$ cat src/rtl/ddr_tx_serializer_if.sv
// Word-level valid/ready handshake between a producer and the DDR serializer.
interface ddr_tx_serializer_if #(
  parameter int W = 16
);
  logic [W-1:0] in_data;
  logic         in_valid;
  logic         in_ready;

  modport master (
    output in_data,
    output in_valid,
    input  in_ready
  );

  modport slave (
    input  in_data,
    input  in_valid,
    output in_ready
  );
endinterface

$ cat src/rtl/ddr_tx_serializer.sv
// Serializes W-bit words into 2-bit beats for a data ODDR, with a word-start
// marker for a companion frame ODDR. One word of holding buffer keeps words gapless.
module ddr_tx_serializer #(
  parameter int W         = 16,
  parameter bit MSB_FIRST = 1'b1,
  parameter bit IDLE_BIT  = 1'b0
) (
  input  logic                c,
  input  logic                rst_n,
  ddr_tx_serializer_if.slave  up,
  output logic [1:0]          d,
  output logic [1:0]          f,
  output logic                busy,
  output logic                underrun
);
  localparam int NBEATS = W / 2;
  localparam int CW = (NBEATS > 1) ? $clog2(NBEATS) : 1;
  localparam logic [CW-1:0] LAST_BEAT = CW'(NBEATS - 1);

  typedef enum logic {
    ST_IDLE  = 1'b0,
    ST_SHIFT = 1'b1
  } state_t;

  state_t          state_q, state_d;
  logic [W-1:0]    hold_q, hold_d;
  logic            hold_v_q, hold_v_d;
  logic [W-1:0]    sr_q, sr_d;
  logic [CW-1:0]   cnt_q, cnt_d;
  logic [1:0]      d_q, d_d;
  logic [1:0]      f_q, f_d;
  logic            busy_q, busy_d;
  logic            underrun_q, underrun_d;
  logic            in_ready_q, in_ready_d;
  logic            accept_s;
  logic            load_s;

  // The bit pair that goes out next; d[0] leaves on the C0 half.
  function automatic logic [1:0] next_beat(input logic [W-1:0] w);
    if (MSB_FIRST) begin
      next_beat = {w[W-2], w[W-1]};
    end else begin
      next_beat = w[1:0];
    end
  endfunction

  function automatic logic [W-1:0] drop_beat(input logic [W-1:0] w);
    if (MSB_FIRST) begin
      drop_beat = {w[W-3:0], 2'b00};
    end else begin
      drop_beat = {2'b00, w[W-1:2]};
    end
  endfunction

  // Next-state logic for holding register, shifter and registered outputs.
  always_comb begin
    state_d    = state_q;
    hold_d     = hold_q;
    hold_v_d   = hold_v_q;
    sr_d       = sr_q;
    cnt_d      = cnt_q;
    d_d        = {2{IDLE_BIT}};
    f_d        = 2'b00;
    underrun_d = 1'b0;
    load_s     = 1'b0;
    accept_s   = up.in_valid & in_ready_q;

    case (state_q)
      ST_IDLE: begin
        if (hold_v_q) begin
          load_s = 1'b1;
        end else begin
          load_s = 1'b0;
        end
      end
      ST_SHIFT: begin
        if (cnt_q == LAST_BEAT) begin
          if (hold_v_q) begin
            load_s = 1'b1;
          end else begin
            state_d    = ST_IDLE;
            underrun_d = 1'b1;
          end
        end else begin
          d_d   = next_beat(sr_q);
          sr_d  = drop_beat(sr_q);
          cnt_d = cnt_q + CW'(1);
        end
      end
      default: begin
        state_d = ST_IDLE;
      end
    endcase

    // Loading emits beat 0 straight from hold so the word starts one edge after it is seen.
    if (load_s) begin
      state_d  = ST_SHIFT;
      d_d      = next_beat(hold_q);
      f_d      = 2'b11;
      sr_d     = drop_beat(hold_q);
      cnt_d    = '0;
      hold_v_d = 1'b0;
    end else begin
      hold_v_d = hold_v_d;
    end

    if (accept_s) begin
      hold_d   = up.in_data;
      hold_v_d = 1'b1;
    end else begin
      hold_d   = hold_d;
    end

    in_ready_d = ~hold_v_d;
    busy_d     = (state_d == ST_SHIFT);
  end

  // State and output registers.
  always_ff @(posedge c or negedge rst_n) begin
    if (!rst_n) begin
      state_q    <= ST_IDLE;
      hold_q     <= '0;
      hold_v_q   <= 1'b0;
      sr_q       <= '0;
      cnt_q      <= '0;
      d_q        <= {2{IDLE_BIT}};
      f_q        <= 2'b00;
      busy_q     <= 1'b0;
      underrun_q <= 1'b0;
      in_ready_q <= 1'b1;
    end else begin
      state_q    <= state_d;
      hold_q     <= hold_d;
      hold_v_q   <= hold_v_d;
      sr_q       <= sr_d;
      cnt_q      <= cnt_d;
      d_q        <= d_d;
      f_q        <= f_d;
      busy_q     <= busy_d;
      underrun_q <= underrun_d;
      in_ready_q <= in_ready_d;
    end
  end

  assign d           = d_q;
  assign f           = f_q;
  assign busy        = busy_q;
  assign underrun    = underrun_q;
  assign up.in_ready = in_ready_q;

endmodule
$ cat src/flat_wrapper.sv
// flat-port wrapper written by rule: the top's interface ports become plain ports
module ddr_tx_serializer_flat 
#(
  parameter int W         = 16,
  parameter bit MSB_FIRST = 1'b1,
  parameter bit IDLE_BIT  = 1'b0
)
  (c, rst_n, d, f, busy, underrun, up_in_data, up_in_valid, up_in_ready);
  ddr_tx_serializer_if #(.W(W)) up_i ();
  input  logic c;
  input  logic rst_n;
  output logic [1:0] d;
  output logic [1:0] f;
  output logic busy;
  output logic underrun;
  input wire logic [$bits(up_i.in_data)-1:0] up_in_data;
  input wire logic [$bits(up_i.in_valid)-1:0] up_in_valid;
  output wire logic [$bits(up_i.in_ready)-1:0] up_in_ready;
  assign up_i.in_data = up_in_data;
  assign up_i.in_valid = up_in_valid;
  assign up_in_ready = up_i.in_ready;
  ddr_tx_serializer #(.W(W), .MSB_FIRST(MSB_FIRST), .IDLE_BIT(IDLE_BIT)) u_core (.c(c), .rst_n(rst_n), .up(up_i), .d(d), .f(f), .busy(busy), .underrun(underrun));
endmodule
$ cat config.mk
export PLATFORM = sky130hd
export DESIGN_NAME = ddr_tx_serializer_flat
export DESIGN_NICKNAME = d
export VERILOG_FILES = /design/src/rtl/ddr_tx_serializer_if.sv /design/src/rtl/ddr_tx_serializer.sv /design/src/flat_wrapper.sv
export SDC_FILE = /design/constraint.sdc
export NUM_CORES = 1
export LEC_CHECK = 0
export CELL_PAD_IN_SITES_DETAIL_PLACEMENT = 1
export CELL_PAD_IN_SITES_GLOBAL_PLACEMENT = 1
export CORE_ASPECT_RATIO = 0.6
export CORE_MARGIN = 3
export CORE_UTILIZATION = 35
export DETAILED_ROUTE_END_ITERATION = 6
export GPL_ROUTABILITY_DRIVEN = 0
export GPL_TIMING_DRIVEN = 0
export PLACE_DENSITY = 0.72
export SLEW_MARGIN = 0
export SYNTH_ARGS = -nofsm -noshare
export SYNTH_HDL_FRONTEND = slang
export SYNTH_SLANG_ARGS = --single-unit
$ cat constraint.sdc
create_clock -name c -period 1.7 [get_ports c]
set_input_delay 0.51 -clock c [delete_from_list [all_inputs] [get_ports c]]
set_output_delay 0.51 -clock c [all_outputs]
set_load 0.02 [all_outputs]
Yosys cells after proc, flatten, opt, wreduce, memory -nomap -nowiden
Cells that the tools add are included.
{"block": "classes", "n_addsub": 1, "eq_ne": 2, "mux": 21, "n_bitwise": 3, "reduce_logical": 2}
{"cell": "two-way mux 16 bit", "count": 3}
{"cell": "two-way mux 1 bit", "count": 10}
{"cell": "two-way mux 3 bit", "count": 3}
{"cell": "two-way mux 2 bit", "count": 4}
{"cell": "adder 3 x 1 -> 3 bit, second input constant", "count": 1}
{"cell": "== test 3 bit, second input constant", "count": 1}
{"cell": "inequality test 2 x 1 -> 1 bit, second input constant", "count": 1}
{"cell": "NOT 1 bit", "count": 2}
{"cell": "case mux 1 bit (2 select lines)", "count": 1}
{"cell": "AND reduction 2 bit", "count": 1}
{"cell": "nonzero test 2 bit", "count": 1}
{"cell": "AND 1 bit", "count": 1}
{"block": "totals", "ff_bits": 43, "inputBits": 19, "output_inout_bits": 7, "word_cells": 38}

Logic depth before layout (Yosys ltp)
Gate-level depths: netlist of run 1.
{"block": "depth", "ltp_word": 6, "ltp_mapped": 7, "mapped_depth_nobuf": 5}

Worst setup path after synthesis of run 1
Ideal clock, no wire load.
{"block": "synth_path", "kind": "register -> register", "start": "reg u_core.cnt_q[0]", "end": "reg u_core.cnt_q[0]", "setup_ps": 125, "t_arrival_ps": 1296, "slack_ps": 279, "path_stages_with_launch": 7, "n_path_buf": 1, "synth_period_minus_slack_ps": 1421, "cell_sequence": "dfrtp_1 -> ha_1 -> ha_1 -> nor2b_4 -> buf_6 -> nor2_1 -> mux2_2"}
{"block": "synth_between", "elab_chain_len": 5}
{"item": "from (decl)", "line_no": "ddr_tx_serializer.sv:29", "text": "logic [CW-1:0] cnt_q, cnt_d;"}
{"item": "from (signal assigned)", "line_no": "ddr_tx_serializer.sv:136", "text": "cnt_q <= cnt_d;"}
{"item": "== test 3 bit", "line_no": "ddr_tx_serializer.sv:77", "text": "if (cnt_q == LAST_BEAT) begin"}
{"item": "two-way mux 1 bit", "line_no": "ddr_tx_serializer.sv:77"}
{"item": "case mux 1 bit (2 select lines)", "line_no": "ddr_tx_serializer.sv:68", "text": "case (state_q)"}
{"item": "inequality test 2 x 1 -> 1 bit (no line) / nonzero test 2 bit (equally long branches)"}
{"item": "AND reduction 2 bit (no line)"}
Several ways; a longest one is shown, not always the timed one. The select of a mux whose other input is x is not followed.
A chain may end at the register's enable or synchronous reset.

==> results of run 1 <==
power breakdown:
group	total [mW]	switching, mW	leakage [nW]	internal [mW]
Combinational	1.45	0.705	0.476	0.742
Clock	0.687	0.317	0.0515	0.370
Sequential	1.62	0.244	0.495	1.37
synth_stat cells:
cell type	number
sky130_fd_sc_hd__mux2_4	8
sky130_fd_sc_hd__mux2_2	9
sky130_fd_sc_hd__nor2_1	4
sky130_fd_sc_hd__buf_4	5
sky130_fd_sc_hd__nand2b_1	2
sky130_fd_sc_hd__dfrtp_1	39
sky130_fd_sc_hd__o21ai_1	3
sky130_fd_sc_hd__o21ai_0	13
sky130_fd_sc_hd__ha_1	2
sky130_fd_sc_hd__nand2_1	21
sky130_fd_sc_hd__mux2i_1	14
sky130_fd_sc_hd__inv_1	1
sky130_fd_sc_hd__and2_1	1
sky130_fd_sc_hd__nor2b_1	1
sky130_fd_sc_hd__dfstp_2	1
sky130_fd_sc_hd__nand2_4	1
sky130_fd_sc_hd__clkbuf_1	1
sky130_fd_sc_hd__nor2b_4	1
sky130_fd_sc_hd__buf_6	2
through the flow:
step	cells	hold slack [ns]
2_1_floorplan	129	0.214
3_3_place_gp	214	0.469
3_5_place_dp	214	0.475
4_1_cts	222	0.368
5_1_grt	222	0.406
6_report	222	0.334
cells by family after synthesis:
kind of cell	Yosys count	share of synthesized area, %
buffers and inverters	9	4.02
flip-flops	40	59.6
AO/OA/AOI/OAI	16	4.77
AND/OR/NAND/NOR	31	8.56
adder cells (fa/ha/maj)	2	1.49
multiplexers	31	21.5
metal layers:
layer  track usage, %  vias up
met5                0        -
met4             4.86        0
met3             4.28        2
met2             23.8       23
met1             18.5      537
li1                 -      499
registers in the layout, summed over array words and instances (netlist names):
name and cells:
u_core.underrun 1, u_core.sr_q 14, u_core.hold_v_q 1, u_core.d 2
u_core.f 1, u_core.state_q 1, u_core.up.in_ready 1, u_core.hold_q 16
u_core.cnt_q 3
path summary, 6_finish.rpt:
check | start | end | slack [ns] | cells after the start
min in group c | u_core.sr_q[4] | u_core.sr_q[6] | 0.49 | 2
hold reg to reg | u_core.sr_q[4] | u_core.sr_q[6] | 0.49 | 2
setup reg to reg | u_core.cnt_q[0] | u_core.sr_q[14] | 0.15 | 7
setup / recovery | u_core.f[0] | f[1] | 0.09 | 2
hold / removal | rst_n | u_core.state_q | 0.33 | 1
max in group asynchronous | rst_n | u_core.sr_q[7] | 0.82 | 1
final cells by class:
cell class,count,share of cell area [%]
Buffer,8,3.11
Clock buffer,8,4.79
Inverter,1,0.180
Multi-Input combinational cell,80,29.2
Sequential cell,40,48.0
Tap cell,60,3.59
Timing Repair Buffer,25,11.1
what timing repair did:
action | in CTS | in global routing
cloned | 0 | 0
setup endpoints to repair | 7 | 11
resized for setup | 8 | 3
==> flow_summary.html, run 1 <==
<table>
<tr><th>Metric</th><th>Value</th></tr>
<tr><th colspan="2">Status</th></tr>
<tr><td>Result of the run</td><td>complete, no violations</td></tr>
<tr><th colspan="2">Synthesis</th></tr>
<tr><td>Synth area leader</td><td>sky130_fd_sc_hd__dfrtp_1</td></tr>
<tr><td>Syn_nets</td><td>150</td></tr>
<tr><td>Biggest area contributors in the synthesized netlist</td><td>sky130_fd_sc_hd__dfrtp_1, sky130_fd_sc_hd__mux2i_1, sky130_fd_sc_hd__mux2_4, sky130_fd_sc_hd__mux2_2, sky130_fd_sc_hd__nand2_1</td></tr>
<tr><td>Yosys reg bits</td><td>40</td></tr>
<tr><td>Cells after synthesis</td><td>129</td></tr>
<tr><td>Synthesis warning total</td><td>0</td></tr>
<tr><td>Seq/Total Area, Yosys</td><td>59.6%</td></tr>
<tr><td>Share of the synthesized area in the top cell type</td><td>58.1%</td></tr>
<tr><td>Number of library cell types mapped by synthesis</td><td>19</td></tr>
<tr><td>Syn Std Cell Area</td><td>1680 µm²</td></tr>
<tr><td>Avg Cell Area, Syn</td><td>13.0 µm²</td></tr>
<tr><th colspan="2">Cells and area</th></tr>
<tr><td>Area growth from synthesis to layout</td><td>24.3%</td></tr>
<tr><td>Area occupied by multi-input gates</td><td>611 µm²</td></tr>
<tr><td>Seq. cell area</td><td>1000 µm²</td></tr>
<tr><td>Post-layout utilization of the core</td><td>48.1%</td></tr>
<tr><td>Final Cell Area</td><td>2090 µm²</td></tr>
<tr><td>Ratio of cells with drive above 1 in the final layout</td><td>22.8%</td></tr>
<tr><td>Filler Cells Inserted</td><td>463</td></tr>
<tr><td>Most frequent standard cell in the layout excluding fill and tap cells</td><td>sky130_fd_sc_hd__dfrtp_1</td></tr>
<tr><td>Net count of the finished layout</td><td>182</td></tr>
<tr><td>Number of antenna cells inserted</td><td>0</td></tr>
<tr><td>Leading cell types in the layout, fill and taps excluded</td><td>sky130_fd_sc_hd__dfrtp_1, sky130_fd_sc_hd__nand2_1, sky130_fd_sc_hd__clkdlybuf4s50_1</td></tr>
<tr><th colspan="2">Clock network</th></tr>
<tr><td>Cell at the root of the clock tree</td><td>sky130_fd_sc_hd__clkbuf_8</td></tr>
<tr><td>TritonCTS clock tree</td><td>done</td></tr>
<tr><td>Longest Clk Path Bufs</td><td>2</td></tr>
<tr><td>Hold bufs inserted after CTS</td><td>0</td></tr>
<tr><td>Post-CTS setup buffers</td><td>0</td></tr>
<tr><td>Clock slew at reported path FFs</td><td>0.07 ns</td></tr>
<tr><td>H-tree lvl count</td><td>2</td></tr>
<tr><td>Num CTS Buffers</td><td>5</td></tr>
<tr><td>Clock network latency to the later pin of the worst-skew pair</td><td>0.29 ns</td></tr>
<tr><td>Clock Sink Count</td><td>40</td></tr>
<tr><th colspan="2">Worst setup path</th></tr>
<tr><td>Cell breakdown of the critical path</td><td>buf_4, dlygate4sd2_1</td></tr>
<tr><td>Peak per-stage delay on the critical path</td><td>0.38 ns</td></tr>
<tr><td>Category of the critical setup timing path</td><td>register to output pin</td></tr>
<tr><td>Slowest-stage cell, CP</td><td>sky130_fd_sc_hd__dfrtp_1</td></tr>
<tr><td>Largest delay share family, worst path</td><td>buffers and inverters</td></tr>
<tr><td>Data arrival, critical path</td><td>1.10 ns</td></tr>
<tr><td>Crit path capture type</td><td>output pin</td></tr>
<tr><td>Buffering stage count on the worst path with inverters included</td><td>2</td></tr>
<tr><td>Startpoint class of the critical path</td><td>register</td></tr>
<tr><td>Maximum fanout along the worst path</td><td>2</td></tr>
<tr><td>Endpoint required time on the critical path</td><td>1.19 ns</td></tr>
<tr><th colspan="2">STA</th></tr>
<tr><td>Unrepaired setup endpoints after global routing</td><td>no</td></tr>
<tr><td>Slew headroom</td><td>41.9%</td></tr>
<tr><td>Post-layout min period</td><td>1.61 ns</td></tr>
<tr><td>Final TNS setup</td><td>0 ns</td></tr>
<tr><td>Final clock period utilization by the worst path</td><td>94.8%</td></tr>
<tr><td>Worst clock skew</td><td>0.00321 ns</td></tr>
<tr><td>Worst-Margin Slew</td><td>0.872 ns</td></tr>
<tr><td>Achievable frequency</td><td>620 MHz</td></tr>
<tr><td>Final Hold Violating Endpoints</td><td>0</td></tr>
<tr><td>Number of pins exceeding their max-slew limit in the final report</td><td>0</td></tr>
<tr><td>Worst Setup Slack, final</td><td>0.0881 ns</td></tr>
<tr><td>Final-report setup violation count</td><td>0</td></tr>
<tr><th colspan="2">GRT</th></tr>
<tr><td>GRT Residual Overflow</td><td>0</td></tr>
<tr><td>Total global routing track utilization</td><td>14.5%</td></tr>
<tr><td>Antenna violations before repair</td><td>0</td></tr>
<tr><td>Largest net degree at the start of global routing</td><td>41</td></tr>
<tr><td>First-pass GRT wire length</td><td>6040 µm</td></tr>
<tr><td>Number of global-route vias before repair</td><td>1238</td></tr>
<tr><th colspan="2">Drt</th></tr>
<tr><td>DR WL met2</td><td>1690 µm</td></tr>
<tr><td>Highest signal layer in the routed design</td><td>met4</td></tr>
<tr><td>Wire length per cell</td><td>15.7 µm</td></tr>
<tr><td>Detailed route wirelength on metal3</td><td>159 µm</td></tr>
<tr><td>Iteration-0 DRC count of the detailed router</td><td>28</td></tr>
<tr><td>Detailed Routing Iterations Pass 1</td><td>2</td></tr>
<tr><td>Number of antenna-violating nets in the routed design</td><td>0</td></tr>
<tr><td>M1 WL</td><td>1600 µm</td></tr>
<tr><td>Via density per instance</td><td>4.78</td></tr>
<tr><td>Number of vias after detailed routing</td><td>1061</td></tr>
<tr><td>Total DRC errors in the routed layout</td><td>0</td></tr>
<tr><td>Overall routed net length</td><td>3480 µm</td></tr>
<tr><th colspan="2">Pwr</th></tr>
<tr><td>Total power of the final layout</td><td>3.75 mW</td></tr>
<tr><td>Cell Pwr Density</td><td>1800 nW/µm²</td></tr>
<tr><td>Worst vdd ir</td><td>0.000531 V</td></tr>
<tr><td>Static leakage power</td><td>1.02 nW</td></tr>
<tr><th colspan="2">Placed design</th></tr>
<tr><td>DP Area</td><td>2000 µm²</td></tr>
<tr><td>Worst slack at placement</td><td>-0.0725 ns</td></tr>
<tr><td># port buffers</td><td>25</td></tr>
<tr><td>Detailed-placement wirelength estimate</td><td>2430 µm</td></tr>
<tr><th colspan="2">Floorplan</th></tr>
<tr><td>Core region area</td><td>4350 µm²</td></tr>
<tr><td>Effective utilization at floorplan</td><td>38.7%</td></tr>
<tr><td>Die ar.</td><td>5700 µm²</td></tr>
<tr><td>Number of top-level design ports</td><td>26</td></tr>
<tr><td>Horizontal die dimension</td><td>95.5 µm</td></tr>
<tr><td>Height of the die</td><td>59.7 µm</td></tr>
<tr><td>Rows</td><td>18</td></tr>
<tr><th colspan="2">Run</th></tr>
<tr><td>Maximum Capacitance Violations</td><td>0</td></tr>
<tr><th colspan="2">Min path</th></tr>
<tr><td>Type of the most critical hold path</td><td>input pin to asynchronous set/reset pin</td></tr>
</table>
Power figures use the tool's default switching activity.
==> inputs of run 2 (changes only) <==
--- a/config.mk
+++ b/config.mk
@@ -13,7 +13,7 @@
 export DETAILED_ROUTE_END_ITERATION = 6
 export GPL_ROUTABILITY_DRIVEN = 0
 export GPL_TIMING_DRIVEN = 0
-export PLACE_DENSITY = 0.72
+export PLACE_DENSITY_LB_ADDON = 0.1
 export SLEW_MARGIN = 0
 export SYNTH_ARGS = -nofsm -noshare
 export SYNTH_HDL_FRONTEND = slang
==> constraint.sdc (replaced) <==
create_clock -name c -period 1.89 [get_ports c]
set_input_delay 0.567 -clock c [delete_from_list [all_inputs] [get_ports c]]
set_output_delay 0.567 -clock c [all_outputs]
set_load 0.02 [all_outputs]
==> flow_summary.html, run 2 (same netlist as run 1, synthesis figures left out) <==
<table>
<tr><th>Metric</th><th>Value</th></tr>
<tr><th colspan="2">Cells and area</th></tr>
<tr><td>Most frequent standard cell in the layout excluding fill and tap cells</td><td>sky130_fd_sc_hd__dfrtp_1</td></tr>
<tr><td>Area growth from synthesis to layout</td><td>23.8%</td></tr>
<tr><td>Flip-flop count of the largest register, all copies and words added</td><td>16 (unchanged)</td></tr>
<tr><td>Largest registers in the final layout</td><td>u_core.hold_q: 16 flops, u_core.sr_q: 14 flops, u_core.cnt_q: 3 flops</td></tr>
<tr><td>Net count of the finished layout</td><td>182 (unchanged)</td></tr>
<tr><td>Leading cell types in the layout, fill and taps excluded</td><td>sky130_fd_sc_hd__dfrtp_1, sky130_fd_sc_hd__clkdlybuf4s50_1, sky130_fd_sc_hd__nand2_1</td></tr>
<tr><td>Register with the most flip-flops</td><td>u_core.hold_q</td></tr>
<tr><td>Ratio of cells with drive above 1 in the final layout</td><td>21.0% (-1.9 points)</td></tr>
<tr><td>Number of antenna cells inserted</td><td>0 (unchanged)</td></tr>
<tr><td>Final Cell Area</td><td>2080 µm² (-0.48%)</td></tr>
<tr><th colspan="2">GRT</th></tr>
<tr><td>Total global routing track utilization</td><td>12.8% (-1.7 points)</td></tr>
<tr><td>Number of global-route vias before repair</td><td>1107 (-11%)</td></tr>
<tr><td>Antenna violations before repair</td><td>0 (unchanged)</td></tr>
<tr><td>GRT Residual Overflow</td><td>0 (unchanged)</td></tr>
<tr><td>First-pass GRT wire length</td><td>5370 µm (-11%)</td></tr>
<tr><td>Largest net degree at the start of global routing</td><td>41 (unchanged)</td></tr>
<tr><th colspan="2">Worst setup path</th></tr>
<tr><td>Peak per-stage delay on the critical path</td><td>0.62 ns (+0.24 ns)</td></tr>
<tr><td>Cell breakdown of the critical path</td><td>clkdlybuf4s50_1</td></tr>
<tr><td>Endpoint required time on the critical path</td><td>1.32 ns (+0.13 ns)</td></tr>
<tr><td>Buffering stage count on the worst path with inverters included</td><td>1 (-1)</td></tr>
<tr><td>Crit path capture type</td><td>output pin</td></tr>
<tr><td>Data arrival, critical path</td><td>1.27 ns (+0.17 ns)</td></tr>
<tr><td>Slowest-stage cell, CP</td><td>sky130_fd_sc_hd__clkdlybuf4s50_1</td></tr>
<tr><td>Startpoint class of the critical path</td><td>register</td></tr>
<tr><td>Largest delay share family, worst path</td><td>buffers and inverters</td></tr>
<tr><td>Maximum fanout along the worst path</td><td>3 (+1)</td></tr>
<tr><td>Category of the critical setup timing path</td><td>register to output pin</td></tr>
<tr><th colspan="2">Pwr</th></tr>
<tr><td>Sequential Power Share</td><td>43.6% (+0.5 points)</td></tr>
<tr><td>Portion of total power attributed to the clock network</td><td>16.4% (-1.9 points)</td></tr>
<tr><td>Combinational share of power</td><td>39.9% (+1.3 points)</td></tr>
<tr><td>Worst vdd ir</td><td>0.000552 V (+3.9%)</td></tr>
<tr><td>Switching Fraction</td><td>33.7% (about the same)</td></tr>
<tr><td>Static leakage power</td><td>0.999 nW (-2.3%)</td></tr>
<tr><td>Cell Pwr Density</td><td>1590 nW/µm² (-12%)</td></tr>
<tr><td>Switching power summed over all nets</td><td>1.11 mW (-12%)</td></tr>
<tr><td>Power Internal</td><td>2.19 mW (-12%)</td></tr>
<tr><th colspan="2">Clock network</th></tr>
<tr><td>Hold bufs inserted after CTS</td><td>0 (unchanged)</td></tr>
<tr><td>Post-CTS Resized</td><td>2 (-6)</td></tr>
<tr><td>Longest Clk Path Bufs</td><td>2 (unchanged)</td></tr>
<tr><td>Post-CTS setup buffers</td><td>0 (unchanged)</td></tr>
<tr><td>TritonCTS clock tree</td><td>done</td></tr>
<tr><td>Clock Sink Count</td><td>40 (unchanged)</td></tr>
<tr><td>Clock network latency to the later pin of the worst-skew pair</td><td>0.29 ns (about the same)</td></tr>
<tr><td>H-tree lvl count</td><td>2 (unchanged)</td></tr>
<tr><td>Cell at the root of the clock tree</td><td>sky130_fd_sc_hd__clkbuf_8</td></tr>
<tr><td>Clock slew at reported path FFs</td><td>0.07 ns (about the same)</td></tr>
<tr><td>Num CTS Buffers</td><td>5 (unchanged)</td></tr>
<tr><th colspan="2">STA</th></tr>
<tr><td>Worst slack on hold paths</td><td>0.406 ns (+0.0727 ns)</td></tr>
<tr><td>Slew headroom</td><td>40.5% (-1.4 points)</td></tr>
<tr><td>Worst-Margin Slew</td><td>0.893 ns (+0.0214 ns)</td></tr>
<tr><td>Achievable frequency</td><td>543 MHz</td></tr>
<tr><td>Number of pins exceeding their max-slew limit in the final report</td><td>0 (unchanged)</td></tr>
<tr><td>Final-report setup violation count</td><td>0 (unchanged)</td></tr>
<tr><td>Final clock period utilization by the worst path</td><td>97.4%</td></tr>
<tr><td>Post-layout min period</td><td>1.84 ns</td></tr>
<tr><td>Unrepaired setup endpoints after global routing</td><td>no</td></tr>
<tr><td>Worst clock skew</td><td>0.00562 ns (+0.00241 ns)</td></tr>
<tr><td>Final Hold Violating Endpoints</td><td>0 (unchanged)</td></tr>
<tr><th colspan="2">Placed design</th></tr>
<tr><td>Detailed-placement wirelength estimate</td><td>2280 µm (-6.0%)</td></tr>
<tr><td># port buffers</td><td>25 (unchanged)</td></tr>
<tr><td>DP Area</td><td>2000 µm² (unchanged)</td></tr>
<tr><th colspan="2">Floorplan</th></tr>
<tr><td>Effective utilization at floorplan</td><td>38.7% (unchanged)</td></tr>
<tr><td>Core region area</td><td>4350 µm² (unchanged)</td></tr>
<tr><td>Die ar.</td><td>5700 µm² (unchanged)</td></tr>
<tr><td>Number of top-level design ports</td><td>26 (unchanged)</td></tr>
<tr><td>Rows</td><td>18 (unchanged)</td></tr>
<tr><td>Height of the die</td><td>59.7 µm (unchanged)</td></tr>
<tr><td>Horizontal die dimension</td><td>95.5 µm (unchanged)</td></tr>
<tr><th colspan="2">Drt</th></tr>
<tr><td>Wire length per cell</td><td>14.7 µm (-6.1%)</td></tr>
<tr><td>Number of vias after detailed routing</td><td>1029 (-3.0%)</td></tr>
<tr><td>Detailed Routing Iterations Pass 1</td><td>4 (+2)</td></tr>
<tr><td>Number of antenna-violating nets in the routed design</td><td>0 (unchanged)</td></tr>
<tr><td>Iteration-0 DRC count of the detailed router</td><td>53 (+89%)</td></tr>
<tr><td>Via density per instance</td><td>4.64 (-3.0%)</td></tr>
<tr><td>Total DRC errors in the routed layout</td><td>0 (unchanged)</td></tr>
<tr><td>Overall routed net length</td><td>3270 µm (-6.1%)</td></tr>
<tr><th colspan="2">Run</th></tr>
<tr><td>Maximum Capacitance Violations</td><td>0 (unchanged)</td></tr>
<tr><th colspan="2">Status</th></tr>
<tr><td>Result of the run</td><td>complete, no violations</td></tr>
<tr><th colspan="2">Min path</th></tr>
<tr><td>Type of the most critical hold path</td><td>input pin to asynchronous set/reset pin</td></tr>
</table>
run 2: cell types whose count changed in the layout (fill, tap and decap cells not counted), sizes merged:
| cell | change |
|---|---|
| clkbuf | -2 |
| clkdlybuf4s50 | +5 |
| clkinv | +1 |
| dlygate4sd2 | -4 |
run 2: cell type report:
| cell class | count | area [µm²] |
|---|---|---|
| Fill cell | 464 | 2270 |
| Sequential cell | 40 | 1000 |
| Multi-Input combinational cell | 80 | 611 |
| Timing Repair Buffer | 25 | 243 |
| Clock buffer | 7 | 76.3 |
| Tap cell | 60 | 75.1 |
| Buffer | 8 | 63.8 |
| Clock inverter | 1 | 5.00 |
| Inverter | 1 | 3.75 |
run 2: final timing paths:
check / cells after the start / start / slack (ns) / endpoint
worst min register to register: 2 / u_core.sr_q[10] / 0.49 / u_core.sr_q[12]
worst max register to register: 5 / u_core.cnt_q[0] / 0.27 / u_core.sr_q[4]
worst max-delay path: 1 / u_core.state_q / 0.05 / busy
max in group asynchronous: 1 / rst_n / 0.93 / u_core.sr_q[8]
min in group c: 2 / u_core.sr_q[10] / 0.49 / u_core.sr_q[12]
worst min-delay path: 1 / rst_n / 0.41 / u_core.hold_q[5]
run 2: stage by stage:
step	setup slack, ns	setup TNS [ns]	std cells	util (%)	power [mW]
finish	0.0488	0	222	47.8	3.30
global route	0.0138	0	222	47.8	3.54
global placement	-0.712	-28.02	214	46.1	2.74
CTS	0.0263	0	222	47.8	3.35
floorplan	0.469	0	129	-	2.38
detailed placement	0.0512	0	214	46.0	2.81
run 2: power groups by stage:
stage                     Sequential (mW)  Combinational (mW)  Clock (mW)
final                                1.44                1.32       0.542
after floorplan                      1.45               0.938           0
after CTS                            1.45                1.34       0.565
after global placement               1.44                1.30           0
after global routing                 1.48                1.45       0.603
after detailed placement             1.46                1.34           0
run 2: per-layer routing:
metal | GRT usage [%] | share of wire [%] | vias up | routed length (µm)
li1 | - | - | 496 | -
met1 | 16.6 | 48 | 506 | 1580
met2 | 20.8 | 46 | 23 | 1500
met3 | 4.28 | 5.2 | 4 | 171
met4 | 3.04 | 0.70 | 0 | 23
met5 | 0 | 0 | - | 0
==> inputs of run 3 (changes only) <==
--- a/config.mk
+++ b/config.mk
@@ -11,6 +11,7 @@
 export CORE_MARGIN = 3
 export CORE_UTILIZATION = 35
 export DETAILED_ROUTE_END_ITERATION = 6
+export DONT_BUFFER_PORTS = 1
 export GPL_ROUTABILITY_DRIVEN = 0
 export GPL_TIMING_DRIVEN = 0
 export PLACE_DENSITY_LB_ADDON = 0.1
==> flow_summary.html, run 3 (same netlist as run 1, synthesis figures left out) <==
<table>
<tr><th>Metric</th><th>Value</th></tr>
<tr><th colspan="2">Status</th></tr>
<tr><td>Result of the run</td><td>complete, no violations</td></tr>
<tr><th colspan="2">Placed design</th></tr>
<tr><td>Worst slack at placement</td><td>0.228 ns (+0.177 ns)</td></tr>
<tr><td>DP Area</td><td>1760 µm² (-12%)</td></tr>
<tr><td># port buffers</td><td>0 (-100%)</td></tr>
<tr><td>Detailed-placement wirelength estimate</td><td>2280 µm (-0.32%)</td></tr>
<tr><td>Placed cell count</td><td>189 (-12%)</td></tr>
<tr><th colspan="2">Pwr</th></tr>
<tr><td>Worst vdd ir</td><td>0.000578 V (+4.8%)</td></tr>
<tr><td>Switching power summed over all nets</td><td>1.09 mW (-1.6%)</td></tr>
<tr><td>Switching Fraction</td><td>33.0% (-0.77 points)</td></tr>
<tr><td>Static leakage power</td><td>0.918 nW (-8.1%)</td></tr>
<tr><td>Portion of total power attributed to the clock network</td><td>20.2% (+3.8 points)</td></tr>
<tr><td>Total power of the final layout</td><td>3.32 mW (+0.72%)</td></tr>
<tr><td>Combinational share of power</td><td>34.5% (-5.4 points)</td></tr>
<tr><td>Cell Pwr Density</td><td>1760 nW/µm² (+11%)</td></tr>
<tr><td>Sequential Power Share</td><td>45.3% (+1.7 points)</td></tr>
<tr><td>Power Internal</td><td>2.23 mW (+1.9%)</td></tr>
<tr><th colspan="2">STA</th></tr>
<tr><td>Worst clock skew</td><td>0.00540 ns (-0.000221 ns)</td></tr>
<tr><td>Worst slack on hold paths</td><td>0.115 ns (-0.292 ns)</td></tr>
<tr><td>Post-layout min period</td><td>1.63 ns (-0.214 ns)</td></tr>
<tr><td>Worst Setup Slack, final</td><td>0.263 ns (+0.214 ns)</td></tr>
<tr><td>Number of pins exceeding their max-slew limit in the final report</td><td>0 (unchanged)</td></tr>
<tr><td>Slew headroom</td><td>72.2% (+32 points)</td></tr>
<tr><td>Final Hold Violating Endpoints</td><td>0 (unchanged)</td></tr>
<tr><td>Final TNS setup</td><td>0 ns (unchanged)</td></tr>
<tr><td>Final-report setup violation count</td><td>0 (unchanged)</td></tr>
<tr><td>Worst-Margin Slew</td><td>0.416 ns (-0.477 ns)</td></tr>
<tr><td>Achievable frequency</td><td>615 MHz (+13%)</td></tr>
<tr><td>Final clock period utilization by the worst path</td><td>86.1% (-11 points)</td></tr>
<tr><td>Unrepaired setup endpoints after global routing</td><td>no</td></tr>
<tr><th colspan="2">Clock network</th></tr>
<tr><td>Num CTS Buffers</td><td>5 (unchanged)</td></tr>
<tr><td>Clock slew at reported path FFs</td><td>0.08 ns (about the same)</td></tr>
<tr><td>TritonCTS clock tree</td><td>done</td></tr>
<tr><td>Cell at the root of the clock tree</td><td>sky130_fd_sc_hd__clkbuf_8</td></tr>
<tr><td>H-tree lvl count</td><td>2 (unchanged)</td></tr>
<tr><td>Clock network latency to the later pin of the worst-skew pair</td><td>0.28 ns (about the same)</td></tr>
<tr><td>Clock Sink Count</td><td>40 (unchanged)</td></tr>
<tr><td>Longest Clk Path Bufs</td><td>2 (unchanged)</td></tr>
<tr><td>Post-CTS Resized</td><td>0 (-2)</td></tr>
<tr><th colspan="2">Worst setup path</th></tr>
<tr><td>Maximum fanout along the worst path</td><td>10 (+7)</td></tr>
<tr><td>Peak per-stage delay on the critical path</td><td>0.40 ns (-0.22 ns)</td></tr>
<tr><td>Most common cell type on the critical path</td><td>sky130_fd_sc_hd__ha_1</td></tr>
<tr><td>Buffering stage count on the worst path with inverters included</td><td>1 (unchanged)</td></tr>
<tr><td>First element of the critical path</td><td>u_core.cnt_q[0]</td></tr>
<tr><td>Data arrival, critical path</td><td>1.78 ns (+0.51 ns)</td></tr>
<tr><td>Number of gates on the worst path with buffers counted</td><td>5 (+4)</td></tr>
<tr><td>Endpoint required time on the critical path</td><td>2.04 ns (+0.72 ns)</td></tr>
<tr><td>Category of the critical setup timing path</td><td>register to register</td></tr>
<tr><td>Crit path capture type</td><td>register</td></tr>
<tr><td>Critical Path Sink</td><td>u_core.sr_q[4]</td></tr>
<tr><td>Startpoint class of the critical path</td><td>register</td></tr>
<tr><td>Worst R2R Path Depth</td><td>5 (unchanged)</td></tr>
<tr><td>Largest delay share family, worst path</td><td>adder cells</td></tr>
<tr><td>Reg2reg setup slack</td><td>0.26 ns (about the same)</td></tr>
<tr><td>Cell breakdown of the critical path</td><td>ha_1, ha_1, nor2b_4, clkbuf_1, o21ai_0</td></tr>
<tr><td>Slowest-stage cell, CP</td><td>sky130_fd_sc_hd__dfrtp_1</td></tr>
<tr><td>Capture point of the worst reg-to-reg path</td><td>u_core.sr_q[4]</td></tr>
<tr><td>RR Startpoint</td><td>u_core.cnt_q[0]</td></tr>
<tr><th colspan="2">Drt</th></tr>
<tr><td>Number of antenna-violating nets in the routed design</td><td>0 (unchanged)</td></tr>
<tr><td>Iteration-0 DRC count of the detailed router</td><td>16 (-70%)</td></tr>
<tr><td>Detailed Routing Iterations Pass 1</td><td>6 (+2)</td></tr>
<tr><td>Wire length per cell</td><td>16.6 µm (+13%)</td></tr>
<tr><td>Total DRC errors in the routed layout</td><td>0 (unchanged)</td></tr>
<tr><td>Overall routed net length</td><td>3280 µm (+0.37%)</td></tr>
<tr><td>Highest signal layer in the routed design</td><td>met3</td></tr>
<tr><td>Via density per instance</td><td>4.87 (+5.1%)</td></tr>
<tr><td>DR WL met2</td><td>1520 µm (+1.7%)</td></tr>
<tr><td>Number of vias after detailed routing</td><td>965 (-6.2%)</td></tr>
<tr><td>Detailed route wirelength on metal3</td><td>139 µm (-19%)</td></tr>
<tr><td>M1 WL</td><td>1620 µm (+2.7%)</td></tr>
<tr><th colspan="2">GRT</th></tr>
<tr><td>Number of global-route vias before repair</td><td>1101 (-0.54%)</td></tr>
<tr><td>Largest net degree at the start of global routing</td><td>40 (-2.4%)</td></tr>
<tr><td>GRT Residual Overflow</td><td>0 (unchanged)</td></tr>
<tr><td>Antenna violations before repair</td><td>0 (unchanged)</td></tr>
<tr><td>First-pass GRT wire length</td><td>5430 µm (+1.2%)</td></tr>
<tr><td>Total global routing track utilization</td><td>13.1% (+0.34 points)</td></tr>
<tr><th colspan="2">Floorplan</th></tr>
<tr><td>Rows</td><td>18 (unchanged)</td></tr>
<tr><td>Height of the die</td><td>59.7 µm (unchanged)</td></tr>
<tr><td>Die ar.</td><td>5700 µm² (unchanged)</td></tr>
<tr><td>Horizontal die dimension</td><td>95.5 µm (unchanged)</td></tr>
<tr><td>Number of top-level design ports</td><td>26 (unchanged)</td></tr>
<tr><td>Effective utilization at floorplan</td><td>38.7% (unchanged)</td></tr>
<tr><td>Core region area</td><td>4350 µm² (unchanged)</td></tr>
<tr><th colspan="2">Cells and area</th></tr>
<tr><td>Largest registers in the final layout</td><td>u_core.hold_q: 16 flops, u_core.sr_q: 14 flops, u_core.cnt_q: 3 flops</td></tr>
<tr><td>Filler Cells Inserted</td><td>467 (+0.65%)</td></tr>
<tr><td>Flip-flop count of the largest register, all copies and words added</td><td>16 (unchanged)</td></tr>
<tr><td>Most frequent standard cell in the layout excluding fill and tap cells</td><td>sky130_fd_sc_hd__dfrtp_1</td></tr>
<tr><td>Cell Count, Final, Fillers Out</td><td>198 (-11%)</td></tr>
<tr><td>Area growth from synthesis to layout</td><td>12.1%</td></tr>
<tr><td>Final Cell Area</td><td>1880 µm² (-9.4%)</td></tr>
<tr><td>Net count of the finished layout</td><td>158 (-13%)</td></tr>
<tr><td>Ratio of cells with drive above 1 in the final layout</td><td>25.4% (+4.4 points)</td></tr>
<tr><td>Post-layout utilization of the core</td><td>43.3% (-4.5 points)</td></tr>
<tr><td>Register with the most flip-flops</td><td>u_core.hold_q</td></tr>
<tr><td>Number of antenna cells inserted</td><td>0 (unchanged)</td></tr>
<tr><td>Leading cell types in the layout, fill and taps excluded</td><td>sky130_fd_sc_hd__dfrtp_1, sky130_fd_sc_hd__nand2_1, sky130_fd_sc_hd__mux2i_1</td></tr>
<tr><th colspan="2">Run</th></tr>
<tr><td>Maximum Capacitance Violations</td><td>0 (unchanged)</td></tr>
<tr><th colspan="2">Min path</th></tr>
<tr><td>Type of the most critical hold path</td><td>input pin to asynchronous set/reset pin</td></tr>
</table>
==> run 3: worst min-delay path by stage <==
stage,endpoint,start,cells past startpoint,slack (ns)
2_1_floorplan,u_core.cnt_q[0],rst_n,0,0.27
3_3_place_gp,u_core.hold_q[7],rst_n,0,0.27
3_5_place_dp,u_core.hold_q[7],rst_n,0,0.27
4_1_cts,u_core.up.in_ready,rst_n,0,0.11
5_1_grt,u_core.up.in_ready,rst_n,0,0.09
6_report,u_core.hold_q[7],rst_n,1,0.11
==> run 3: power groups by stage <==
| stage | sequential [mW] | combinational (mW) | clock, mW |
|---|---|---|---|
| 5_1_grt | 1.55 | 1.28 | 0.745 |
| 4_1_cts | 1.51 | 1.18 | 0.697 |
| 3_3_place_gp | 1.50 | 1.10 | 0 |
| 6_report | 1.51 | 1.15 | 0.670 |
| 3_5_place_dp | 1.53 | 1.15 | 0 |
| 2_1_floorplan | 1.45 | 0.938 | 0 |
==> run 3: what timing repair did <==
item / in CTS / in global routing
hold buffers: 1 / 0
setup buffers: 0 / 0
hold endpoints to repair: 39 / 0
==> run 3: cell type report <==
cell class / instances / area, µm² / area share (%)
Inverter: 1 / 3.75 / 0.199
Tap cell: 60 / 75.1 / 3.99
Timing Repair Buffer: 1 / 20.0 / 1.06
Buffer: 8 / 63.8 / 3.39
Sequential cell: 40 / 1000 / 53.2
Multi-Input combinational cell: 80 / 611 / 32.4
Clock buffer: 6 / 72.6 / 3.85
Clock inverter: 2 / 35.0 / 1.86
==> run 3: layer usage <==
metal | track usage (%) | vias to the layer above
met1 | 17.1 | 500
met2 | 20.6 | 17
met5 | 0 | -
met4 | 2.43 | 0
met3 | 5.79 | 0
li1 | - | 448
